`src/rtl/bit_serial_adder_pkg.sv`:
```
// Shared definitions for the bit-serial add/subtract engine: state encoding and default sizing.
package bit_serial_adder_pkg;

  localparam int DEFAULT_WIDTH = 8;
  localparam int DEFAULT_CNT_W = 4;

  typedef enum logic [1:0] {
    ST_IDLE  = 2'd0,
    ST_SHIFT = 2'd1,
    ST_DONE  = 2'd2
  } state_t;

endpackage

```
`src/rtl/bit_serial_adder_fa_bit.sv`:
```
// One-bit full-adder cell used as the single arithmetic element of the serial datapath.
module fa_bit (
  input  logic a,
  input  logic b,
  input  logic cin,
  output logic s,
  output logic cout
);

  assign s    = a ^ b ^ cin;
  assign cout = (a & b) | (a & cin) | (b & cin);

endmodule

```
`src/rtl/bit_serial_adder.sv`:
```
// Sequential add/subtract engine: operands shift LSB-first through one full-adder cell,
// one bit per clock, with a start/ready/done handshake and held result/flags.
module bit_serial_adder
  import bit_serial_adder_pkg::*;
#(
  parameter int WIDTH = DEFAULT_WIDTH,
  parameter int CNT_W = DEFAULT_CNT_W
) (
  input  logic             clk,
  input  logic             rst,
  input  logic             start,
  input  logic [WIDTH-1:0] a,
  input  logic [WIDTH-1:0] b,
  input  logic             cin,
  input  logic             sub,
  output logic             ready,
  output logic             busy,
  output logic             done,
  output logic [WIDTH-1:0] sum,
  output logic             cout,
  output logic             overflow,
  output logic             zero
);

  state_t state, next_state;

  logic [WIDTH-1:0] opa, opb, res_sr;
  logic [CNT_W-1:0] count;
  logic             carry;
  logic             fa_s, fa_cout;
  logic             accept, last_bit;
  logic [WIDTH-1:0] final_res;

  fa_bit u_fa (
    .a    (opa[0]),
    .b    (opb[0]),
    .cin  (carry),
    .s    (fa_s),
    .cout (fa_cout)
  );

  assign ready     = (state == ST_IDLE) || (state == ST_DONE);
  assign busy      = (state == ST_SHIFT);
  assign done      = (state == ST_DONE);
  assign accept    = start && ready;
  assign last_bit  = (count == CNT_W'(WIDTH - 1));
  assign final_res = {fa_s, res_sr[WIDTH-1:1]};

  always_comb begin
    next_state = state;
    case (state)
      ST_IDLE:  if (accept) next_state = ST_SHIFT;
      ST_SHIFT: if (last_bit) next_state = ST_DONE;
      ST_DONE:  next_state = accept ? ST_SHIFT : ST_IDLE;
      default:  next_state = ST_IDLE;
    endcase
  end

  // On the last bit the carry flop still holds the carry into the MSB,
  // so overflow is formed directly from it and the cell's carry-out.
  always_ff @(posedge clk) begin
    if (rst) begin
      state    <= ST_IDLE;
      opa      <= '0;
      opb      <= '0;
      res_sr   <= '0;
      carry    <= 1'b0;
      count    <= '0;
      sum      <= '0;
      cout     <= 1'b0;
      overflow <= 1'b0;
      zero     <= 1'b0;
    end else begin
      state <= next_state;
      if (accept) begin
        opa   <= a;
        opb   <= sub ? ~b : b;
        carry <= sub ? 1'b1 : cin;
        count <= '0;
      end else if (state == ST_SHIFT) begin
        opa    <= opa >> 1;
        opb    <= opb >> 1;
        res_sr <= final_res;
        carry  <= fa_cout;
        if (last_bit) begin
          sum      <= final_res;
          cout     <= fa_cout;
          overflow <= carry ^ fa_cout;
          zero     <= (final_res == '0);
        end else begin
          count <= count + CNT_W'(1);
        end
      end
    end
  end

endmodule

```
`config.mk`:
```
export PLATFORM = sky130hd
export DESIGN_NAME = bit_serial_adder
export DESIGN_NICKNAME = d
export VERILOG_FILES = /design/src/rtl/bit_serial_adder_pkg.sv /design/src/rtl/bit_serial_adder_fa_bit.sv /design/src/rtl/bit_serial_adder.sv
export SDC_FILE = /design/constraint.sdc
export NUM_CORES = 1
export LEC_CHECK = 0
export BUFFER_PORTS_ARGS = -buffer_cell sky130_fd_sc_hd__clkbuf_2
export CAP_MARGIN = 20
export CELL_PAD_IN_SITES_DETAIL_PLACEMENT = 0
export CELL_PAD_IN_SITES_GLOBAL_PLACEMENT = 1
export CORE_UTILIZATION = 30
export DETAILED_ROUTE_END_ITERATION = 12
export PLACE_DENSITY_LB_ADDON = 0.1
export SLEW_MARGIN = 25
export SYNTH_ARGS = -nofsm -noshare
export SYNTH_HDL_FRONTEND = slang
export SYNTH_SLANG_ARGS = --single-unit
```
`constraint.sdc`:
```
create_clock -name clk -period 1.5 [get_ports clk]
set_input_delay 0.225 -clock clk [delete_from_list [all_inputs] [get_ports clk]]
set_output_delay 0.225 -clock clk [all_outputs]
set_load 0.02 [all_outputs]
```
== Word level (Yosys, flattened, before mapping) ==
Index checks and enable logic that the tools add are counted.
W data, S select, Z words.
Storage, ports and cells
  bits of input ports: 21
  output and inout port bits: 14
  flip-flop bits (word level): 42
Operators by class
  reduce and logical (&&, ||, !) cells: 10
  muxes and demuxes: 12
  bitwise operators: 11
  add/subtract/negate cells: 1
  eq/ne operators: 5
Operator list (count)
  $mux W8: 5
  $logic_not A8 Y1: 1
  $not A8 Y8: 1
  $pmux W2 S3: 1
  $reduce_and A2 Y1: 3
  $add A4 B1 Y4 const B: 1
  $eq A4 B3 Y1 const B: 1
  $mux W1: 4
  $mux W2: 2
  $and A1 B1 Y1: 3
  $reduce_and A3 Y1: 1
  $xor A1 B1 Y1: 3
  $eq A2 B1 Y1 const B: 1
  $eq A2 B2 Y1 const B: 1
  $logic_not A2 Y1: 1
  $ne A2 B1 Y1 const B: 1
  $ne A2 B2 Y1 const B: 1
  $not A1 Y1: 2
  $or A1 B1 Y1: 2
  $reduce_bool A2 Y1: 1
  $reduce_or A2 Y1: 1
  $logic_and A1 B1 Y1: 1
  $logic_or A1 B1 Y1: 1

== Longest topological paths before layout ==
  depth after elaboration: 5
  mapped depth: 6
  depth with buffers taken out: 4

== Hierarchy ==
A second synthesis with hierarchy kept.
Unflattened totals
  cells, all modules: 207
  area total of the unflattened synthesis: 1751.7 µm²
By module, submodules not included
  bit_serial_adder: area each 1731.7 µm², sequential area each 820.8 µm², cells each 206, times used 1
  fa_bit: area each 20.0 µm², sequential area each 0.0 µm², cells each 1, times used 1

== Worst setup path before layout ==
Ideal clock, no wire load.
  path type: reg2reg
  from: reg count[0]
  to: reg count[0]
  cell stages (with the launch flop): 6
  period minus slack after synthesis: 1409 ps
  library setup time: 79 ps
  buffers on the path: 1
  arrival: 1329 ps
  path slack: 91 ps
  path through: dfxtp_1 > ha_1 > and3b_1 > buf_6 > or3_1 > a211oi_2
Between the ends
  word-level cells in the longest chain between the ends: 3
Ends and longest elaborated chain
  start, declared: line bit_serial_adder.sv:28  | logic [CNT_W-1:0] count;
  start signal, assigned: line bit_serial_adder.sv:91  | count <= count + CNT_W'(1);
  branches (longest 3 deep; another with $add A4 B1 Y4)
Several ways; the timed one is not identified.
A chain may end at the register's enable or synchronous reset.

== Final worst setup path ==
  from: reg state[0]
  to: out busy
Between the ends
  word-level cells in the longest chain between the ends: 1
Ends and longest elaborated chain
  start, declared: line bit_serial_adder.sv:25  | state_t state, next_state;
  start signal, assigned: line bit_serial_adder.sv:74  | state <= next_state;
  $eq A2 B1 Y1: line bit_serial_adder.sv:43  | assign busy = (state == ST_SHIFT);
  end, declared: line bit_serial_adder.sv:17  | output logic busy,
Every way passes these cells.

==> load_flow_metrics.sql <==
INSERT INTO impl_metrics (metric_group, metric, value, unit) VALUES
('clocking', 'clk_pin_slew_worst_paths', '0.08', 'ns'),
('logic_synthesis', 'synth_compound_area_frac', '0.205', ''),
('sta', 'timing.slew.headroom', '0.812', ''),
('worst_setup_path', 'worst-path-max-fanout', '21', ''),
('logic_synthesis', 'synth_top_family_by_area', 'compound AO/OA/AOI/OAI gates', ''),
('logic_synthesis', 'ys_seq_elements', '41', ''),
('layout', 'n_antenna_cell', '0', ''),
('global_route', 'grt_pass1_vias', '1462', ''),
('sta', 'hold_slack', '0.216', 'ns'),
('worst_setup_path', 'timing.critical_path.slowest_cell_delay', '0.39', 'ns'),
('clocking', 'cts_sinks', '41', ''),
('worst_setup_path', 'critical_path_class', 'reg -> out', ''),
('detailed_routing', 'vias_post_dr', '1597', ''),
('worst_setup_path', 'startpoint_type', 'flop', ''),
('logic_synthesis', 'ys.warnings.count', '0', ''),
('detailed_routing', 'vias_per_cell', '5.12', ''),
('detailed_routing', 'ant_nets', '0', ''),
('status', 'outcome', 'finished, final reports clean', ''),
('logic_synthesis', 'mappedNetlistNets', '230', ''),
('detailed_routing', 'initialDrtViolationCount', '70', ''),
('logic_synthesis', 'syn-instance-count', '207', ''),
('floorplan', 'io_pins', '35', ''),
('clocking', 'cts_made_buffers', '5', ''),
('clocking', 'cts-root-to-sink-buffers', '2', ''),
('detailed_routing', 'post-route-drc-count', '0', ''),
('layout', 'layout-drive-gt1-share', '0.242', ''),
('power', 'power.leakage', '0.829', 'nW'),
('layout', 'layout_commonest_cell', 'sky130_fd_sc_hd__dfxtp_1', ''),
('clocking', 'clk_latency', '0.29', 'ns'),
('power', 'pwr_density_cell', '1050', 'nW/um2'),
('logic_synthesis', 'synthesized_area_per_cell', '8.55', 'um2'),
('sta', 'tns', '0', 'ns'),
('logic_synthesis', 'yosys.area_share.simple', '0.183', ''),
('sta', 'rsz0062_at_grt', 'no', ''),
('logic_synthesis', 'synthesis.area', '1770', 'um2'),
('worst_setup_path', 'worst_path_max_delay_cell', 'sky130_fd_sc_hd__dfxtp_2', ''),
('worst_setup_path', 'reg2reg_setup_slack', '0.09', 'ns'),
('floorplan', 'initial_core_util', '0.315', ''),
('layout', 'finish.utilization', '0.385', ''),
('worst_setup_path', 'worst_r2r_startpoint', 'count[0]', ''),
('floorplan', 'die_area', '6210', 'um2'),
('hold_path', 'path_category_of_the_worst_min_delay_check', 'in -> reg', ''),
('global_route', 'initial_antenna_violation_count', '0', ''),
('hold_path', 'hold_start', 'a[4]', ''),
('sta', 'timing.clock.skew', '0.00615', 'ns'),
('clocking', 'cts_tree', 'done', ''),
('logic_synthesis', 'yosys.area_share.xor_xnor', '0.0446', ''),
('hold_path', 'min_delay_worst_endpoint', 'opa[4]', ''),
('detailed_routing', 'routed_wire_length_per_instance', '14.5', 'um'),
('floorplan', 'rows', '27', ''),
('layout', 'postLayoutCellArea', '2160', 'um2'),
('layout', 'final_cell_mix', 'sky130_fd_sc_hd__dfxtp_1 (40), sky130_fd_sc_hd__clkbuf_2 (33), sky130_fd_sc_hd__a21oi_1 (29)', ''),
('logic_synthesis', 'sequential_cell_area_fraction_in_the_yosys_report', '0.464', ''),
('floorplan', 'fp.dieH', '78.8', 'um'),
('hold_path', 'min_delay_path_depth', '3', ''),
('global_route', 'grt_remaining_overflow', '0', ''),
('layout', 'syn_to_final_growth', '22.0', '%'),
('layout', 'final-instance-count-excl-fill', '312', ''),
('detailed_routing', 'firstDrtPassIters', '4', ''),
('logic_synthesis', 'yosys.area.top_type', 'sky130_fd_sc_hd__dfxtp_1', ''),
('placed_design', 'placed_area', '2010', 'um2'),
('detailed_routing', 'detail_route.wirelength', '4530', 'um'),
('layout', 'final_nets', '262', ''),
('placed_design', 'portBuffers', '34', ''),
('global_route', 'grt_first_pass_wirelength', '7420', 'um'),
('clocking', 'cts-root-buf', 'sky130_fd_sc_hd__clkbuf_8', ''),
('logic_synthesis', 'yosys.area.top_type_share', '0.464', ''),
('floorplan', 'core-area', '5610', 'um2'),
('logic_synthesis', 'synth_area_leaders', 'sky130_fd_sc_hd__dfxtp_1 (46%), sky130_fd_sc_hd__a21oi_1 (8.2%), sky130_fd_sc_hd__nand3_1 (5.9%), sky130_fd_sc_hd__nand2_1 (5.1%), sky130_fd_sc_hd__xor2_1 (4.0%)', ''),
('floorplan', 'die_x', '78.8', 'um'),
('sta', 'worst_slew_pin_slew', '0.282', 'ns');
[critical path, delay by kind of cell, from the launching register on]
kind / cells / cell delay, ns
AND/OR/NAND/NOR: 1 / 0.09
buffers and inverters: 3 / 0.44
flip-flops: 1 / 0.39
[how the worst max path moves through the flow]
stage	to	slack (ns)	depth (start not counted)
floorplan	count[0]	0.09	5
global placement	zero	0.15	4
detailed placement	count[0]	0.06	4
CTS	count[0]	0.04	4
global route	busy	0.01	4
finish	busy	0.07	4
[kinds of logic (layout without fill, tap and decap cells)]
family,count (synthesis),in the layout
buf+inv,23,56
mux,2,2
compound gates,64,64
xor+xnor,9,9
fa+ha+maj,2,2
flops,41,41
simple gates,66,66
[per-layer routing]
metal,global-route usage,part of all wire,vias up
li1,-,-,795
met1,0.211,0.51,773
met2,0.241,0.45,27
met3,0.0379,0.036,2
met4,0.0444,0.0033,0
met5,0,0,-
[report_power, final]
part	switching [W]	internal (W)	leakage (nW)
Combinational	0.000179	0.000136	0.441
Sequential	0.0000313	0.00113	0.334
Clock	0.000380	0.000416	0.0542
Total	0.000590	0.00169	0.829
[cell type report]
class                   count  area [um2]
well taps                  72        90.1
inverters                   3        11.3
clock inverters             1        5.00
flip-flops and latches     41         822
repair buffers             45         305
multi-input cells         143         828
clock buffers               7        96.3
fillers                   602        3450
[sequential cells by signal, indices dropped and copies added (netlist names)]
signal	count
opa	8
opb	8
sum	8
res_sr	7
count	4
state	2
carry	1
cout	1
overflow	1
zero	1
[what timing repair did]
| item | 4_1_cts | 5_1_grt |
|---|---|---|
| hold endpoints to repair | 0 | 0 |
| hold buffers | 0 | 0 |
| cloned | 1 | 0 |
| resized for setup | 2 | 3 |
| endpoints found under the setup margin | 1 | 4 |
[through the flow]
step                      worst slack [ns]  total power [W]
after floorplan                     0.0914          0.00139
after global placement               0.146          0.00147
after detailed placement            0.0578          0.00148
after CTS                           0.0382          0.00230
after global routing                0.0111          0.00240
final                               0.0750          0.00228
[synthesized netlist by cell type]
master,n
sky130_fd_sc_hd__dfxtp_1,41
sky130_fd_sc_hd__a21oi_1,29
sky130_fd_sc_hd__nand2_1,24
sky130_fd_sc_hd__nand3_1,21
sky130_fd_sc_hd__o21ai_0,11
sky130_fd_sc_hd__a22oi_1,8
sky130_fd_sc_hd__xor2_1,8
sky130_fd_sc_hd__clkbuf_1,7
sky130_fd_sc_hd__buf_4,6
sky130_fd_sc_hd__nor3_1,6
sky130_fd_sc_hd__o21ai_1,6
sky130_fd_sc_hd__a31oi_1,5
sky130_fd_sc_hd__buf_2,5
sky130_fd_sc_hd__nor4_1,3
sky130_fd_sc_hd__buf_6,2
sky130_fd_sc_hd__inv_1,2
sky130_fd_sc_hd__mux2i_1,2
sky130_fd_sc_hd__nand2b_1,2
sky130_fd_sc_hd__nand4_1,2
sky130_fd_sc_hd__nor2b_1,2
sky130_fd_sc_hd__o22ai_1,2
sky130_fd_sc_hd__a211oi_1,1
sky130_fd_sc_hd__a211oi_2,1
sky130_fd_sc_hd__a311oi_1,1
sky130_fd_sc_hd__and3b_1,1
sky130_fd_sc_hd__and4_1,1
sky130_fd_sc_hd__fa_1,1
sky130_fd_sc_hd__ha_1,1
sky130_fd_sc_hd__inv_2,1
sky130_fd_sc_hd__nand3b_1,1
sky130_fd_sc_hd__nor2_1,1
sky130_fd_sc_hd__or3_1,1
sky130_fd_sc_hd__or4_1,1
sky130_fd_sc_hd__xnor2_1,1
No activity file was read; power rests on OpenSTA's default activity.
